### config.mk
export PLATFORM = sky130hd
export DESIGN_NAME = spi_arbiter_flat
export DESIGN_NICKNAME = d
export VERILOG_FILES = /design/src/rtl/spi_arb_pkg.sv /design/src/rtl/spi_arbiter_if.sv /design/src/rtl/spi_arbiter_rr_picker.sv /design/src/rtl/spi_arbiter.sv /design/src/flat_wrapper.sv
export SDC_FILE = /design/constraint.sdc
export NUM_CORES = 1
export LEC_CHECK = 0
export CORE_UTILIZATION = 49
export CTS_BUF_LIST = sky130_fd_sc_hd__clkbuf_8
export DETAILED_ROUTE_END_ITERATION = 12
export GPL_ROUTABILITY_DRIVEN = 0
export PLACE_DENSITY = 0.82
export SLEW_MARGIN = 20
export SYNTH_ARGS = -nofsm -noshare
export SYNTH_HDL_FRONTEND = slang
export SYNTH_HIERARCHICAL = 1
export SYNTH_SLANG_ARGS = --single-unit
export TNS_END_PERCENT = 10
### constraint.sdc
create_clock -name cclk -period 2.2 [get_ports cclk]
set_input_delay 0.66 -clock cclk [delete_from_list [all_inputs] [get_ports cclk]]
set_output_delay 0.66 -clock cclk [all_outputs]
set_load 0.05 [all_outputs]
### src/rtl/spi_arb_pkg.sv
// spi_arb_pkg: shared state encodings and sizing constants for the SPI arbiter.
package spi_arb_pkg;
  localparam int MAX_REQ = 4;
  localparam int IDX_W = 2;
  localparam int BYTE_W = 8;
  typedef enum logic [2:0] {
    ST_IDLE  = 3'd0,
    ST_OWN   = 3'd1,
    ST_START = 3'd2,
    ST_XFER  = 3'd3,
    ST_GUARD = 3'd4
  } state_t;
endpackage

### src/rtl/spi_arbiter_if.sv
// spi_arbiter_if: requester-side byte bus between register decode and the SPI arbiter.
interface spi_arbiter_if #(parameter int NREQ = 2);
  import spi_arb_pkg::*;
  logic [NREQ-1:0] req;
  logic [NREQ-1:0] wr;
  logic [BYTE_W*NREQ-1:0] wdata;
  logic [NREQ-1:0] rdy;
  logic [NREQ-1:0] gnt;
  logic [NREQ-1:0] rvalid;
  logic [BYTE_W-1:0] rdata;
  modport master (output req, wr, wdata, input rdy, gnt, rvalid, rdata);
  modport slave (input req, wr, wdata, output rdy, gnt, rvalid, rdata);
endinterface

### src/rtl/spi_arbiter_rr_picker.sv
// rr_picker: combinational round-robin first-one finder starting at ptr, with wrap.
module rr_picker
  import spi_arb_pkg::*;
#(
  parameter int NREQ = 2
) (
  input  logic [NREQ-1:0]  req,
  input  logic [IDX_W-1:0] ptr,
  output logic [NREQ-1:0]  gnt,
  output logic [IDX_W-1:0] idx
);
  logic [MAX_REQ-1:0] req_w;
  logic [IDX_W:0] sum;
  logic [IDX_W-1:0] j;
  logic found;
  assign req_w = MAX_REQ'(req);
  always_comb begin
    idx = '0;
    found = 1'b0;
    sum = '0;
    j = '0;
    for (int k = 0; k < NREQ; k++) begin
      sum = {1'b0, ptr} + (IDX_W+1)'(k);
      j = (sum >= (IDX_W+1)'(NREQ)) ? IDX_W'(sum - (IDX_W+1)'(NREQ)) : IDX_W'(sum);
      idx = (!found && req_w[j]) ? j : idx;
      found = found | req_w[j];
    end
  end
  assign gnt = found ? (NREQ'(1) << idx) : '0;
endmodule

### src/rtl/spi_arbiter.sv
// spi_arbiter: burst-granting round-robin arbiter sharing one SPI byte engine.
// Optional idle-ownership timeout with forced release: define SPIARB_TIMEOUT_EN.
module spi_arbiter
  import spi_arb_pkg::*;
#(
  parameter int NREQ = 2,
  parameter int GUARD = 2,
  parameter int TIMEOUT = 1024
) (
  input  logic              cclk,
  input  logic              reset,
  spi_arbiter_if.slave      bus,
  output logic [NREQ-1:0]   ss_n,
  output logic              eng_start,
  output logic [BYTE_W-1:0] eng_txd,
  input  logic              eng_busy,
  input  logic [BYTE_W-1:0] eng_rxd,
  output logic              tout
);
  // The IDLE arbitration cycle keeps ss_n high too, so it counts as the last guard cycle.
  localparam int GL = (GUARD > 1) ? GUARD - 1 : 1;
  localparam int CW = $clog2(TIMEOUT + GUARD + 4);
  state_t state, state_n;
  logic [IDX_W-1:0] owner, ptr, pick_idx;
  logic [NREQ-1:0] owner_oh, pick_oh;
  logic [CW-1:0] cnt;
  logic [BYTE_W-1:0] wsel;
  logic req_own, wr_own, tmo, busy_fell;
  rr_picker #(.NREQ(NREQ)) u_pick (
    .req(bus.req),
    .ptr(ptr),
    .gnt(pick_oh),
    .idx(pick_idx)
  );
  assign req_own = |(bus.req & owner_oh);
  assign wr_own = |(bus.wr & owner_oh);
  assign busy_fell = (state == ST_XFER) && !eng_busy;
  assign bus.gnt = (state == ST_OWN || state == ST_START || state == ST_XFER) ? owner_oh : '0;
  assign bus.rdy = (state == ST_OWN) ? owner_oh : '0;
  assign ss_n = ~bus.gnt;
  always_comb begin
    wsel = '0;
    for (int k = 0; k < NREQ; k++)
      wsel = (owner == IDX_W'(k)) ? bus.wdata[k*BYTE_W +: BYTE_W] : wsel;
  end
  always_comb begin
    state_n = state;
    case (state)
      ST_IDLE:  state_n = |bus.req ? ST_OWN : ST_IDLE;
      ST_OWN:   state_n = wr_own ? ST_START : (!req_own || tmo) ? ST_GUARD : ST_OWN;
      ST_START: state_n = eng_busy ? ST_XFER : (cnt == CW'(2)) ? ST_GUARD : ST_START;
      ST_XFER:  state_n = eng_busy ? ST_XFER : req_own ? ST_OWN : ST_GUARD;
      ST_GUARD: state_n = (cnt == CW'(GL - 1)) ? ST_IDLE : ST_GUARD;
      default:  state_n = ST_IDLE;
    endcase
  end
  always_ff @(posedge cclk or posedge reset) begin
    if (reset) begin
      state <= ST_IDLE;
      owner <= '0;
      owner_oh <= '0;
      ptr <= '0;
      cnt <= '0;
      eng_start <= 1'b0;
      eng_txd <= '0;
      bus.rvalid <= '0;
      bus.rdata <= '0;
    end else begin
      state <= state_n;
      cnt <= (state_n != state) ? '0 : cnt + CW'(1);
      eng_start <= (state == ST_OWN) && wr_own;
      bus.rvalid <= busy_fell ? owner_oh : '0;
      if (state == ST_IDLE) begin
        owner <= pick_idx;
        owner_oh <= pick_oh;
      end
      if (state == ST_OWN && wr_own) eng_txd <= wsel;
      if (busy_fell) bus.rdata <= eng_rxd;
      if (state == ST_GUARD) ptr <= (owner == IDX_W'(NREQ - 1)) ? '0 : owner + IDX_W'(1);
    end
  end
`ifdef SPIARB_TIMEOUT_EN
  assign tmo = (state == ST_OWN) && !wr_own && req_own && (cnt == CW'(TIMEOUT - 1));
  always_ff @(posedge cclk or posedge reset) begin
    if (reset) tout <= 1'b0;
    else tout <= tout | tmo;
  end
`else
  assign tmo = 1'b0;
  assign tout = 1'b0;
`endif
endmodule

### src/flat_wrapper.sv
// flat-port wrapper written by rule: the top's interface ports become plain ports
module spi_arbiter_flat import spi_arb_pkg::*;
#(
  parameter int NREQ = 2,
  parameter int GUARD = 2,
  parameter int TIMEOUT = 1024
)
  (cclk, reset, ss_n, eng_start, eng_txd, eng_busy, eng_rxd, tout, bus_req, bus_wr, bus_wdata, bus_rdy, bus_gnt, bus_rvalid, bus_rdata);
  spi_arbiter_if #(.NREQ(NREQ)) bus_i ();
  input  logic cclk;
  input  logic reset;
  output logic [NREQ-1:0] ss_n;
  output logic eng_start;
  output logic [BYTE_W-1:0] eng_txd;
  input  logic eng_busy;
  input  logic [BYTE_W-1:0] eng_rxd;
  output logic tout;
  input wire logic [$bits(bus_i.req)-1:0] bus_req;
  input wire logic [$bits(bus_i.wr)-1:0] bus_wr;
  input wire logic [$bits(bus_i.wdata)-1:0] bus_wdata;
  output wire logic [$bits(bus_i.rdy)-1:0] bus_rdy;
  output wire logic [$bits(bus_i.gnt)-1:0] bus_gnt;
  output wire logic [$bits(bus_i.rvalid)-1:0] bus_rvalid;
  output wire logic [$bits(bus_i.rdata)-1:0] bus_rdata;
  assign bus_i.req = bus_req;
  assign bus_i.wr = bus_wr;
  assign bus_i.wdata = bus_wdata;
  assign bus_rdy = bus_i.rdy;
  assign bus_gnt = bus_i.gnt;
  assign bus_rvalid = bus_i.rvalid;
  assign bus_rdata = bus_i.rdata;
  spi_arbiter #(.NREQ(NREQ), .GUARD(GUARD), .TIMEOUT(TIMEOUT)) u_core (.cclk(cclk), .reset(reset), .bus(bus_i), .ss_n(ss_n), .eng_start(eng_start), .eng_txd(eng_txd), .eng_busy(eng_busy), .eng_rxd(eng_rxd), .tout(tout));
endmodule
# After elaboration in Yosys (flattened, before gate mapping)
# Cells that the tools add are included.
# op_classes
multipliers	0
shift	1
bitwise	4
div	0
mux	24
n_eq_ne	7
n_lt_le_gt_ge	4
reduce_logical	13
addsub	5
# ops
operator	count
$mux W2	9
$mux W3	6
$mux W8	2
$pmux W3 S5	1
$add A11 B1 Y11 const B	1
$eq A11 B2 Y1 const B	1
$logic_not A11 Y1	1
$mux W11	1
$eq A3 B2 Y1 const B	2
$lt A2 B3 Y1 const B	2
$reduce_or A2 Y1	3
$and A2 B2 Y2	2
$bmux W1 S2	2
$sub A2 B2 Y2 const B	2
$add A2 B1 Y3 const B	1
$eq A3 B1 Y1 const B	1
$eq A3 B3 Y1 const B	1
$ge A3 B2 Y1 const B	1
$logic_and A1 B1 Y1	3
$logic_not A3 Y1	1
$mux W1	3
$ne A3 B3 Y1	1
$add A2 B1 Y2 const B	1
$eq A2 B1 Y1 const B	1
other kinds (7)	9
# word_totals
memories	0
ram_bits	0
regBits	39
out_inout_bits	26
latchBits	0
romBits	0
word_cells	67
in_bits	31

# Depth between registers and ports, before layout
# depth
depth_word	9
mapped_depth	6
depth_no_buf	5

# Cells and area by module
# The synthesis kept the hierarchy.
# by_module_without_submodules
module	n_inst	seq_area_each_um2	area_per_inst_um2	cells_each
spi_arbiter	1	975.9	1988.2	183
rr_picker	1	0.0	41.3	7

# Least setup slack after synthesis
# OpenSTA, ideal clock, no wires.
# synth_path
path_type	register -> output
startpoint	reg u_core.state[1]
endpoint	out bus_gnt[0]
stages_incl_launch_ff	6
t_required_ns	1.540
setup_slack_ns	0.056
path_buffers	1
arrival_ns	1.484
path_cell_list	dfrtp_1 -> buf_2 -> nor2_1 -> nor2_1 -> nand2_1 -> inv_1
# synth_between
elab_chain_len	4
elab_cells_between_ends	6
cone_classes	eq/ne: 3; mux: 1; reduce/logical: 2
# synth_lines
item	line_no	rtl
from (decl)	spi_arbiter.sv:23	state_t state, state_n;
from (signal assigned)	spi_arbiter.sv:69	state <= state_n;
$eq A3 B1 Y1 / $eq A3 B2 Y1 (equally long branches)	spi_arbiter.sv:38	assign bus.gnt = (state == ST_OWN || state == ST_START || state == ST_XFER) ? owner_oh : '0;
$logic_or A1 B1 Y1	spi_arbiter.sv:38	
$logic_or A1 B1 Y1 (*)	spi_arbiter.sv:38	
$mux W2 (*)	spi_arbiter.sv:38	
to (decl)	flat_wrapper.sv:22	output wire logic [$bits(bus_i.gnt)-1:0] bus_gnt;
# Every way passes the cells marked *; elsewhere a longest branch is shown, timed or not.

# Worst setup path after layout
# layout_path
startpoint	reg u_core.state[1]
endpoint	out bus_rdy[1]
# layout_between
elab_chain_len	2
# layout_lines
item	line_no	rtl
$eq A3 B1 Y1	spi_arbiter.sv:39	assign bus.rdy = (state == ST_OWN) ? owner_oh : '0;
$mux W2	spi_arbiter.sv:39	
to (decl)	flat_wrapper.sv:21	output wire logic [$bits(bus_i.rdy)-1:0] bus_rdy;
# Every way passes these cells.

==> run_results.csv <==
group,metric,value,unit
die,io_pins,57,
critical_path,endpoint_kind,"output port",
final_layout,fin_nets,284,
die,die_y,66.4,µm
timing,period_minus_slack,2150,ps
drt,wire_per_inst,15.0,µm
critical_path,r2r-start,"u_core/owner_oh[0]",
logic_synthesis,synth_fp_nets,224,
power_and_ir_drop,vdd.ir_drop.worst,0.901,mV
logic_synthesis,ys_top_cells_by_area,"dfrtp_1, mux2_2, mux2i_1, nand2_1, o31ai_1",
power_and_ir_drop,p_total,3.93,mW
timing,rsz0062_at_grt,"no",
die,core,4000,µm²
clock_tree,clk_latency,290,ps
drt,vias_per_cell,5.51,
timing,setup_viol,0,
placed_design,portBuffers,55,
global_route,grt_pass1_wl,7480,µm
critical_path,crit_arrival,1490,ps
critical_path,required,1540,ps
final_layout,num_antenna_cells,0,
clock_tree,cts_num_sinks,39,
global_route,grt_pass1_vias,1615,
timing,slew_violations,0,
logic_synthesis,synth_edf_count,0,
logic_synthesis,synthFlopType,"dfrtp_1",
logic_synthesis,avgSynthCellArea,10.7,µm²
drt,vias,1658,
global_route,grtUsageTotal,0.229,
drt,post-route-drc-count,0,
timing,slew_headroom,0.630,
logic_synthesis,yosysSeqAreaShare,0.481,
logic_synthesis,synth_top_area_cell,"dfrtp_1",
clock_tree,clk_pin_slew_worst_paths,70,ps
logic_synthesis,synth_cell_types,50,
min_path,hp-start,"u_core/eng_txd[5]",
clock_tree,cts_buffer_depth,2,
drt,drt_wl_total,4510,µm
final_layout,area_growth,40.1,%
global_route,grt.met2_usage,0.390,
critical_path,crit_path_start,"u_core/state[1]",
logic_synthesis,synthCells,190,
final_layout,final_area,2840,µm²
global_route,grt_busiest_layer,"met2",
timing,worstMarginPinSlew,551,ps
logic_synthesis,synth.most_common_cell,"dfrtp_1",
drt,firstDrtPassIters,4,
drt,postRouteAntennaNets,0,
final_layout,seqCellArea,977,µm²
global_route,antenna_found_initial,0,
global_route,met1_usage,0.281,
power_and_ir_drop,powerDensity,1380,nW/µm²
logic_synthesis,ys_top_cells_by_count,"dfrtp_1, nand2_1, nor2_1",
die,rows,23,
critical_path,critPathKind,"reg2out",
power_and_ir_drop,cellLeakagePower,1.23,nW
logic_synthesis,yosysWarnings,6,
global_route,met3_usage,0.0569,
clock_tree,numCtsBuffers,5,
timing,fin_crit_sh,0.976,
placed_design,dp_hpwl,3350,µm
placed_design,placed_area,2720,µm²
logic_synthesis,yosysTopAreaCellShare,0.481,
logic_synthesis,synthArstFlopShare,1.00,
global_route,grt_max_degree,40,
drt,drt_iter0_markers,57,
min_path,hold_class,"reg2reg",
clock_tree,cts_tree,"yes",
global_route,grt_remaining_overflow,0,
job,maxCapViolCount,0,
die,die_area,4400,µm²
critical_path,worst_setup_path_start_kind,"flop",
die,start_util,0.507,
final_layout,utilization,0.711,
final_layout,multi_input_area,966,µm²
die,die_w,66.4,µm
timing,fin_skew,3.75,ps
logic_synthesis,ys_seq_elements,39,
clock_tree,cts_max_level,2,
outcome,status,"complete, no violations",
clock_tree,cts-root-buf,"clkbuf_8",
final_layout,nFillCells,310,
final_layout,drive_above_1_share,0.179,
logic_synthesis,syn-cell-area,2030,µm²
timing,hold_violations,0,
critical_path,cp_max_fo,7,
clock_tree,postCtsSetupBuffers,0,
timing,max_freq,466,MHz
-- cell type report --
type,instances,share of cell area
Tap cell,50,0.0220
Multi-Input combinational cell,131,0.340
Clock inverter,3,0.0154
Inverter,9,0.0119
Timing Repair Buffer,64,0.243
Sequential cell,39,0.344
Clock buffer,5,0.0242
-- where the power goes --
part | switching [mW] | internal (mW) | total (mW)
combinational | 1.26 | 0.899 | 2.16
sequential | 0.247 | 0.941 | 1.19
clock | 0.247 | 0.337 | 0.585
total | 1.76 | 2.18 | 3.93
-- cell usage in the layout (no fill, tap or decap), types with 3 or more instances in the layout --
cell / instances
a211oi_1: 4
nor3_1: 3
mux2_2: 12
nand4_1: 3
nor2b_1: 3
mux2i_1: 8
and2_1: 3
xor2_1: 5
dfrtp_1: 38
and3_1: 4
inv_1: 9
clkbuf_8: 5
nand2_1: 18
o21ai_0: 4
buf_12: 7
buf_4: 8
o31ai_1: 8
ha_1: 3
nand3_1: 3
nor2_1: 13
clkdlybuf4s50_1: 49
xnor2_1: 4
-- cell families after synthesis --
| kind of cell | after synthesis | share of synthesized area |
|---|---|---|
| AND/OR/NAND/NOR | 63 | 0.178 |
| flip-flops | 39 | 0.481 |
| AO/OA/AOI/OAI | 34 | 0.128 |
| multiplexers | 20 | 0.106 |
| buffers and inverters | 20 | 0.0469 |
| XOR/XNOR | 9 | 0.0388 |
| adder cells (fa/ha/maj) | 3 | 0.0185 |
| other | 2 | 0.00370 |
-- timing repair --
| item | in CTS | in global routing |
|---|---|---|
| gates resized for setup | 1 | 2 |
| hold buffers | 0 | 0 |
| endpoints found under the setup margin | 1 | 2 |
-- layer usage --
layer / vias to the layer above / wire length (µm)
li1: 785 / -
met1: 808 / 1970
met2: 57 / 2230
met3: 8 / 242
met4: 0 / 69
met5: - / 0
-- state kept, by name, summed over array words and instances, names as in the netlist --
| signal | flops |
|---|---|
| u_core/owner_oh | 2 |
| u_core/owner | 2 |
| u_core/eng_start | 1 |
| u_core/state | 3 |
| u_core/bus.rdata | 8 |
| u_core/bus.rvalid | 2 |
| u_core/eng_txd | 8 |
| u_core/ptr | 2 |
| u_core/cnt | 11 |
-- critical path, cell delays in order, from the launching register on --
cell and delay [ps]:
dfrtp_2 470, buf_4 170, nor2_1 170, and3_1 240, buf_12 150
-- through the flow --
step / worst slack (ps) / setup TNS (ps) / cells / hold slack (ps)
after floorplan: 56.2 / 0 / 190 / 452
after global placement: -54.5 / -438 / 293 / 461
after detailed placement: -114 / -1080 / 293 / 466
after CTS: 53.2 / 0 / 301 / 488
after global routing: 18.2 / 0 / 301 / 514
final: 52.2 / 0 / 301 / 483
-- path summary, 6_finish.rpt --
| kind | endpoint | slack (ps) | cells past startpoint |
|---|---|---|---|
| worst max-delay path | bus_rdy[1] | 50 | 4 |
| worst min-delay path | u_core/eng_txd[5] | 480 | 2 |
| worst max register to register | u_core/cnt[1] | 450 | 5 |
| worst min register to register | u_core/eng_txd[5] | 480 | 2 |
| max in group asynchronous | u_core/state[1] | 1060 | 3 |
| min in group asynchronous | u_core/eng_txd[0] | 770 | 3 |
(Power assumes the default switching activity.)
